[src/rtl/busy_timer_bank_if.sv]
// Request/status bundle for busy_timer_bank: per-channel start/abort requests,
// the global mode and amount, and the per-channel ack/busy/done status back.
// master drives requests (requester side), slave is the timer bank.
interface busy_timer_bank_if #(
  parameter int NCH   = 4,
  parameter int WIDTH = 16
);
  logic [NCH-1:0]   i_start;
  logic [NCH-1:0]   i_abort;
  logic [1:0]       i_mode;
  logic [WIDTH-1:0] i_amount;
  logic [NCH-1:0]   o_ack;
  logic [NCH-1:0]   o_busy;
  logic [NCH-1:0]   o_done;
  logic             o_any_busy;

  modport master (
    output i_start, i_abort, i_mode, i_amount,
    input  o_ack, o_busy, o_done, o_any_busy
  );

  modport slave (
    input  i_start, i_abort, i_mode, i_amount,
    output o_ack, o_busy, o_done, o_any_busy
  );
endinterface

[src/rtl/busy_timer_bank.sv]
// Purpose: bank of NCH independent busy timers (one-shot / retriggerable / periodic).
// Latency: accept on edge N -> o_busy for cycles N+1..N+amt, o_done pulse in the cycle after.
// Backpressure: o_ack withheld while a channel is busy (except retriggerable); requester holds i_start.
// Ports:
//   i_clk, i_reset     clock and asynchronous active-high reset
//   bus.i_start/abort  per-channel start request and abort
//   bus.i_mode         00 one-shot, 01 retriggerable, 10 periodic, 11 one-shot
//   bus.i_amount       busy length sampled at accept, 0 selects DEFAULT_AMOUNT
//   bus.o_ack/busy     combinational accept strobe / counter-nonzero per channel
//   bus.o_done         registered end-of-period pulse per channel
//   bus.o_any_busy     OR of all o_busy
module busy_timer_bank #(
  parameter int NCH            = 4,
  parameter int WIDTH          = 16,
  parameter int DEFAULT_AMOUNT = 1000
) (
  input  logic                 i_clk,
  input  logic                 i_reset,
  busy_timer_bank_if.slave     bus
);

  localparam logic [WIDTH-1:0] DEF_AMT = WIDTH'(DEFAULT_AMOUNT);
  localparam logic [WIDTH-1:0] ONE     = WIDTH'(1);

  logic [WIDTH-1:0]           amt_eff;
  logic                       mode_retrig;
  logic                       mode_periodic;
  logic [NCH-1:0]             ack;
  logic [NCH-1:0]             busy;
  logic [NCH-1:0][WIDTH-1:0]  cnt_q, cnt_d;
  logic [NCH-1:0][WIDTH-1:0]  reload_q, reload_d;
  logic [NCH-1:0]             done_q, done_d;

  assign amt_eff       = (bus.i_amount == '0) ? DEF_AMT : bus.i_amount;
  assign mode_retrig   = (bus.i_mode == 2'b01);
  assign mode_periodic = (bus.i_mode == 2'b10);

  always_comb begin
    cnt_d    = cnt_q;
    reload_d = reload_q;
    done_d   = '0;
    ack      = '0;
    busy     = '0;
    for (int c = 0; c < NCH; c++) begin
      busy[c] = (cnt_q[c] != '0);
      // Abort masks the start so an abort+start pair never acks.
      ack[c]  = bus.i_start[c] & ~bus.i_abort[c] & (~busy[c] | mode_retrig);

      if (bus.i_abort[c]) begin
        cnt_d[c] = '0;
      end else if (ack[c]) begin
        cnt_d[c]    = amt_eff;
        reload_d[c] = amt_eff;
      end else if ((cnt_q[c] == ONE) && mode_periodic) begin
        cnt_d[c] = reload_q[c];
      end else if (busy[c]) begin
        cnt_d[c] = cnt_q[c] - ONE;
      end

      // End of period unless this edge aborts or retriggers the channel.
      done_d[c] = (cnt_q[c] == ONE) & ~bus.i_abort[c] & ~ack[c];
    end
  end

  always_ff @(posedge i_clk or posedge i_reset) begin
    if (i_reset) begin
      cnt_q    <= '0;
      reload_q <= '0;
      done_q   <= '0;
    end else begin
      cnt_q    <= cnt_d;
      reload_q <= reload_d;
      done_q   <= done_d;
    end
  end

  // No edge accepts while reset is asserted, so the strobe is held low then.
  assign bus.o_ack      = ack & {NCH{~i_reset}};
  assign bus.o_busy     = busy;
  assign bus.o_done     = done_q;
  assign bus.o_any_busy = |busy;

endmodule

[src/flat_wrapper.sv]
// flat-port wrapper written by rule: the top's interface ports become plain ports
module busy_timer_bank_flat 
#(
  parameter int NCH            = 4,
  parameter int WIDTH          = 16,
  parameter int DEFAULT_AMOUNT = 1000
)
  (i_clk, i_reset, bus_i_start, bus_i_abort, bus_i_mode, bus_i_amount, bus_o_ack, bus_o_busy, bus_o_done, bus_o_any_busy);
  busy_timer_bank_if #(.NCH(NCH), .WIDTH(WIDTH)) bus_i ();
  input  logic i_clk;
  input  logic i_reset;
  input wire logic [$bits(bus_i.i_start)-1:0] bus_i_start;
  input wire logic [$bits(bus_i.i_abort)-1:0] bus_i_abort;
  input wire logic [$bits(bus_i.i_mode)-1:0] bus_i_mode;
  input wire logic [$bits(bus_i.i_amount)-1:0] bus_i_amount;
  output wire logic [$bits(bus_i.o_ack)-1:0] bus_o_ack;
  output wire logic [$bits(bus_i.o_busy)-1:0] bus_o_busy;
  output wire logic [$bits(bus_i.o_done)-1:0] bus_o_done;
  output wire logic [$bits(bus_i.o_any_busy)-1:0] bus_o_any_busy;
  assign bus_i.i_start = bus_i_start;
  assign bus_i.i_abort = bus_i_abort;
  assign bus_i.i_mode = bus_i_mode;
  assign bus_i.i_amount = bus_i_amount;
  assign bus_o_ack = bus_i.o_ack;
  assign bus_o_busy = bus_i.o_busy;
  assign bus_o_done = bus_i.o_done;
  assign bus_o_any_busy = bus_i.o_any_busy;
  busy_timer_bank #(.NCH(NCH), .WIDTH(WIDTH), .DEFAULT_AMOUNT(DEFAULT_AMOUNT)) u_core (.i_clk(i_clk), .i_reset(i_reset), .bus(bus_i));
endmodule
[config.mk]
export PLATFORM = sky130hd
export DESIGN_NAME = busy_timer_bank_flat
export DESIGN_NICKNAME = d
export VERILOG_FILES = /design/src/rtl/busy_timer_bank_if.sv /design/src/rtl/busy_timer_bank.sv /design/src/flat_wrapper.sv
export SDC_FILE = /design/constraint.sdc
export NUM_CORES = 1
export LEC_CHECK = 0
export ABC_AREA = 1
export BUFFER_PORTS_ARGS = -buffer_cell sky130_fd_sc_hd__clkbuf_2
export CAP_MARGIN = 20
export CORE_MARGIN = 2
export CORE_UTILIZATION = 58
export CTS_BUF_LIST = sky130_fd_sc_hd__clkbuf_8
export CTS_CLUSTER_DIAMETER = 120
export DETAILED_ROUTE_END_ITERATION = 8
export PLACE_DENSITY = 0.79
export SLEW_MARGIN = 0
export SYNTH_ARGS = -nofsm -noshare
export SYNTH_HDL_FRONTEND = slang
export SYNTH_SLANG_ARGS = --single-unit
export TNS_END_PERCENT = 30
[constraint.sdc]
create_clock -name i_clk -period 3.8 [get_ports i_clk]
set_input_delay 0.57 -clock i_clk [delete_from_list [all_inputs] [get_ports i_clk]]
set_output_delay 0.57 -clock i_clk [all_outputs]
set_load 0.05 [all_outputs]
==> results of run 1 <==
layer usage:
layer,track usage [%],wire length [µm]
met1,36.6,8490
met2,45.0,9250
met3,5.83,1160
met4,11.1,639
met5,0,0
layout by cell type, fill, tap and decap left out, drive strengths merged:
cell type / count
and2: 1
ha: 8
nor3b: 1
clkinvlp: 2
nand3b: 7
o211ai: 1
or2: 3
nand2: 344
xor2: 17
nand3: 100
clkbuf: 61
nand4: 12
bufinv: 2
xnor2: 8
dfrtp: 132
o21ai: 67
clkinv: 5
a31oi: 3
and3: 3
o21a: 21
nor2: 163
inv: 118
nor3: 6
buf: 3
a21oi: 32
kinds of logic after synthesis:
logic type      after synthesis  share of synthesized area, %
fa+ha+maj                     8                          1.26
xor+xnor                     25                          2.76
flops                       132                          41.6
compound gates              124                          9.17
simple gates                640                          36.7
buf+inv                     148                          8.54
state kept, by name, summed over array words and instances (netlist names):
| name | flops |
|---|---|
| u_core.cnt_q | 64 |
| u_core.reload_q | 64 |
| u_core.bus.o_done | 4 |
final timing paths:
check	to	from	depth (start not counted)
setup reg to reg	u_core.cnt_q[40]$_DFFE_PP0P_	u_core.cnt_q[32]$_DFFE_PP0P_	10
min in group i_clk	u_core.reload_q[60]$_DFFE_PP0P_	bus_i_amount[12]	3
max in group asynchronous	u_core.cnt_q[41]$_DFFE_PP0P_	i_reset	3
setup / recovery	bus_o_ack[0]	u_core.cnt_q[0]$_DFFE_PP0P_	9
hold / removal	u_core.reload_q[52]$_DFFE_PP0P_	i_reset	2
hold reg to reg	u_core.reload_q[44]$_DFFE_PP0P_	u_core.reload_q[44]$_DFFE_PP0P_	2
stage by stage:
stage	std cells	hold WS (ns)	setup slack (ns)	instance area (µm²)	total power [mW]
3_5_place_dp	1265	0.466	1.29	8170	6.19
3_3_place_gp	1265	0.465	1.38	8170	6.09
5_1_grt	1296	0.296	0.632	8550	8.04
6_report	1296	0.259	0.776	8550	7.41
4_1_cts	1296	0.267	0.808	8550	7.39
2_1_floorplan	1077	0.444	1.03	7950	5.49
worst register-to-register path, delay by kind of cell, from the launching register on:
family	cells	cell delay (ns)
compound gates	1	0.53
fa+ha+maj	1	0.23
buf+inv	2	0.43
flops	1	0.37
simple gates	6	0.82
area by class of cell:
class | count | area (µm²)
inverters | 117 | 448
repair buffers | 43 | 235
fillers | 1160 | 4740
flip-flops and latches | 132 | 3300
clock buffers | 21 | 289
well taps | 176 | 220
clock inverters | 10 | 93.8
multi-input cells | 797 | 3960
power by group through the flow:
| stage | Sequential (mW) | Clock (mW) | Combinational [mW] |
|---|---|---|---|
| after floorplan | 2.36 | 0 | 3.12 |
| after global placement | 2.44 | 0 | 3.65 |
| after detailed placement | 2.45 | 0 | 3.74 |
| after CTS | 2.44 | 1.17 | 3.78 |
| after global routing | 2.52 | 1.23 | 4.29 |
| final | 2.45 | 1.17 | 3.79 |
==> impl_metrics.toml, run 1 <==
[floorplan]
core_region_area_um2 = 13300
die_area_um2 = 14600
io_pins = 41
start_util_pct = 59.7
rows = 42
fp.dieW_um = 121
die_y_um = 121

[route]
antenna_left = 0
drtIter0Drc = 714
vias_per_cell = 5.42
wl_per_cell_um = 15.1
vias = 7029
dr.pass1.iters = 5
drc_errors = 0
wl_mm = 19.5

[timing]
timing.setup.tns_ns = 0
tightest_slew_ns = 0.583
fmax_ghz = 0.331
timing.final.crit_share_pct = 79.6
fin_skew_ns = 0.0113
period_needed_ns = 3.02
hold_viol = 0
rsz0062_at_grt = "no"
drv_slew = 0
slew-limit-headroom_pct = 61.1
finalSetupViolations = 0

[grt]
antenna_found_initial = 0
grt-ovfl-total = 0
globalRouteTotalUtil_pct = 27.8
grt_pass1_vias = 6490
grt_pass1_wl_mm = 31.6
grt_max_degree = 76

[logic_synthesis]
netlist.top_cell.by_area = "dfrtp_1"
ys_seq_area_share_pct = 41.6
synth_cell_types = 40
syn_area_um2 = 7940
yosysWarnings = 0
synth-seq-cells = 132
synth_top_area_share_pct = 41.6
synthTopCellsByArea = "dfrtp_1, nand2_1, nor2_1"
synthFlopType = "dfrtp_1"
yosys-top-cells-count = "nand2_1, nor2_1, dfrtp_1"
synth_edf_count = 0
synth.most_common_cell = "nand2_1"
syn_avg_cell_area_um2 = 7.37
netlist_instances = 1077
syn-num-nets = 1113
async_flop_share_pct = 100

[power]
p_comb_share_pct = 51.2
peakVddDrop_mv = 0.418
p_int_mw = 4.03
clock_power_share_pct = 15.8
p_leak_nw = 4.52
power.switching_mw = 3.38
p_per_area_nw_per_um2 = 866
switching_share_pct = 45.6
seqPwrFrac_pct = 33.0

[critical_path]
rrSetupSlack_ns = 1.27
path_cells = "inv_1 -> ha_1 -> nand2_2 -> nor2_4 -> nand2_4 -> nand2_4 -> nand2_4 -> nor2_1 -> clkbuf_2"
cp_data_required_time_ns = 3.23
start_kind = "flop"
cpPeakStageDelay_ns = 0.43
worstPathBufferInverterCount = 2
path_delay_family = "simple AND/OR/NAND/NOR gates"
slowest_stage = "dfrtp_1"
crit_fanout = 25
end_kind = "output pin"
cp_data_arrival_time_ns = 2.45
criticalPathCategory = "flop to output pin"
crit_path_frequent_cell = "nand2_4"

[hold_path]
hold_class = "input port to asynchronous set/reset pin"

[clock_tree]
cts_buffers = 17
clockBufferDepth = 2
clockRootBuffer = "clkbuf_8"
insertion_delay_ns = 0.47
hold_buffers = 0
cts_resized = 0
tritoncts = "done"
cts.sinks = 132
clk_pin_slew_ns = 0.08
cts_max_level = 4
post_cts_buffers = 0

[placement]
dp_hpwl_mm = 13.8
io_buffers = 40
gp_congestion = 0.920

[outcome]
outcome = "completed"

[cells_and_area]
drive_gt1_share_pct = 13.1
diodes = 0
fin_nets = 1144
finish.utilization_pct = 64.3
area_growth_pct = 7.66

[job]
drv_cap = 0
Power figures use the tool's default switching activity.
==> inputs of run 2 (changes only) <==
- CORE_UTILIZATION: 58 -> 64
- PLACE_DENSITY: 0.79 -> 0.83
- clock period: 3.8 -> 3.1 ns (I/O delays scaled with it)
==> impl_metrics.toml, run 2 (same netlist as run 1, synthesis figures left out) <==
[clock_tree]
clk_pin_slew_ns = 0.07
insertion_delay_ns = 0.45
cts.sinks = 132
hold_buffers = 0
clockBufferDepth = 2
cts_max_level = 4
post_cts_buffers = 0
cts_resized = 0
clockRootBuffer = "clkbuf_8"
cts_buffers = 17
tritoncts = "done"

[critical_path]
r2r_cells = 11
cpPeakStageDelay_ns = 0.40
r2r-end = "u_core.cnt_q[0]$_DFFE_PP0P_"
end_kind = "output pin"
crit_fanout = 35
path_delay_family = "simple AND/OR/NAND/NOR gates"
path_cells = "inv_1 -> ha_1 -> nand2_2 -> nor2_4 -> nand2_2 -> nand2_2 -> nand2_4 -> nor2_1 -> clkbuf_2"
r2r-start = "u_core.cnt_q[0]$_DFFE_PP0P_"
crit_path_start = "u_core.cnt_q[32]$_DFFE_PP0P_"
slowest_stage = "dfrtp_1"
worstPathBufferInverterCount = 2
cp_data_required_time_ns = 2.63
criticalPathCategory = "flop to output pin"
rrSetupSlack_ns = 0.74
start_kind = "flop"
crit_path_frequent_cell = "nand2_2"
cp_data_arrival_time_ns = 2.37

[timing]
hold_viol = 0
rsz0062_at_grt = "no"
hold_slack_ns = 0.243
timing.setup.tns_ns = 0
timing.final.crit_share_pct = 91.4
period_needed_ns = 2.83
drv_slew = 0
fin_skew_ns = 0.00847
finalSetupViolations = 0
tightest_slew_ns = 0.582
fmax_ghz = 0.353
slew-limit-headroom_pct = 61.2

[placement]
gp_congestion = 0.943
io_buffers = 40
dp_hpwl_mm = 13.6
placed_cell_area_um2 = 8170
dp_cells = 1258

[cells_and_area]
fill_cells = 1014
fin_area_um2 = 8540
seqCellArea_um2 = 3300
final_common_cell = "nand2_1"
fin_nets = 1145
area_growth_pct = 7.51
multi_input_area_um2 = 3960
stdcell_count = 1288
diodes = 0
final_cell_mix = "nand2_1, nor2_1, dfrtp_1, inv_1, nand3_1"
drive_gt1_share_pct = 13.7

[power]
clock_power_share_pct = 15.7
p_total_mw = 9.10
power.switching_mw = 4.20
p_per_area_nw_per_um2 = 1070
seqPwrFrac_pct = 33.0
switching_share_pct = 46.1
p_int_mw = 4.90
p_leak_nw = 4.50
peakVddDrop_mv = 0.530
p_comb_share_pct = 51.3

[route]
vias_per_cell = 5.47
drc_errors = 0
vias = 7047
drtIter0Drc = 621
wl_mm = 19.6
antenna_left = 0
wl_per_cell_um = 15.2
dr.pass1.iters = 5

[grt]
grt_max_degree = 109
grt_pass1_wl_mm = 32.6
grt-ovfl-total = 0
globalRouteTotalUtil_pct = 31.9
grt_pass1_vias = 6746
antenna_found_initial = 0

[floorplan]
fp.dieW_um = 115
start_util_pct = 65.9
die_y_um = 115
rows = 40
die_area_um2 = 13300
io_pins = 41
core_region_area_um2 = 12100

[hold_path]
hold_class = "input port to asynchronous set/reset pin"

[outcome]
outcome = "completed"

[job]
drv_cap = 0
[run 2: changes by cell type in the layout (fill, tap and decap cells not counted)]
cell        delta
inv_1          -6
clkinv_2       +5
clkbuf_8       -2
buf_4          +1
clkinv_4       +1
clkinvlp_4     +1
[run 2: worst max path at each step]
stage              endpoint  slack, ns  depth (start not counted)
5_1_grt        bus_o_ack[2]       0.09                          9
6_report       bus_o_ack[2]       0.27                          9
3_5_place_dp   bus_o_ack[2]       0.76                          9
4_1_cts        bus_o_ack[2]       0.26                          9
2_1_floorplan  bus_o_ack[1]       0.44                         10
3_3_place_gp   bus_o_ack[2]       0.82                          9
[run 2: worst register-to-register path: cells and delay by family (launching register included)]
kind          cells  cell delay [ns]
flops             1             0.43
fa+ha+maj         1             0.22
buf+inv           2             0.56
simple gates      8             1.04
[run 2: cell type report]
type	count	share of cell area (%)
Multi-Input combinational cell	797	46.4
Tap cell	168	2.46
Clock buffer	19	3.06
Clock inverter	11	1.32
Sequential cell	132	38.7
Timing Repair Buffer	44	2.84
Inverter	117	5.25
[run 2: power groups by stage]
| stage | sequential (mW) | clock [mW] | combinational (mW) |
|---|---|---|---|
| 2_1_floorplan | 2.90 | 0 | 3.83 |
| 3_3_place_gp | 2.99 | 0 | 4.47 |
| 3_5_place_dp | 3.01 | 0 | 4.58 |
| 4_1_cts | 2.99 | 1.43 | 4.65 |
| 5_1_grt | 3.09 | 1.50 | 5.29 |
| 6_report | 3.00 | 1.43 | 4.66 |
[run 2: per-stage QoR]
| step | utilization [%] | setup WS [ns] |
|---|---|---|
| after floorplan | - | 0.437 |
| after global placement | 67.7 | 0.816 |
| after detailed placement | 67.7 | 0.758 |
| after CTS | 70.8 | 0.257 |
| after global routing | 70.8 | 0.0934 |
| final | 70.8 | 0.266 |
[run 2: metal layers]
metal	global-route usage, %	part of all wire (%)	vias up
li1	-	-	3466
met1	41.6	42	3291
met2	52.6	48	237
met3	6.22	6.7	53
met4	12.6	3.2	0
met5	0	0	-
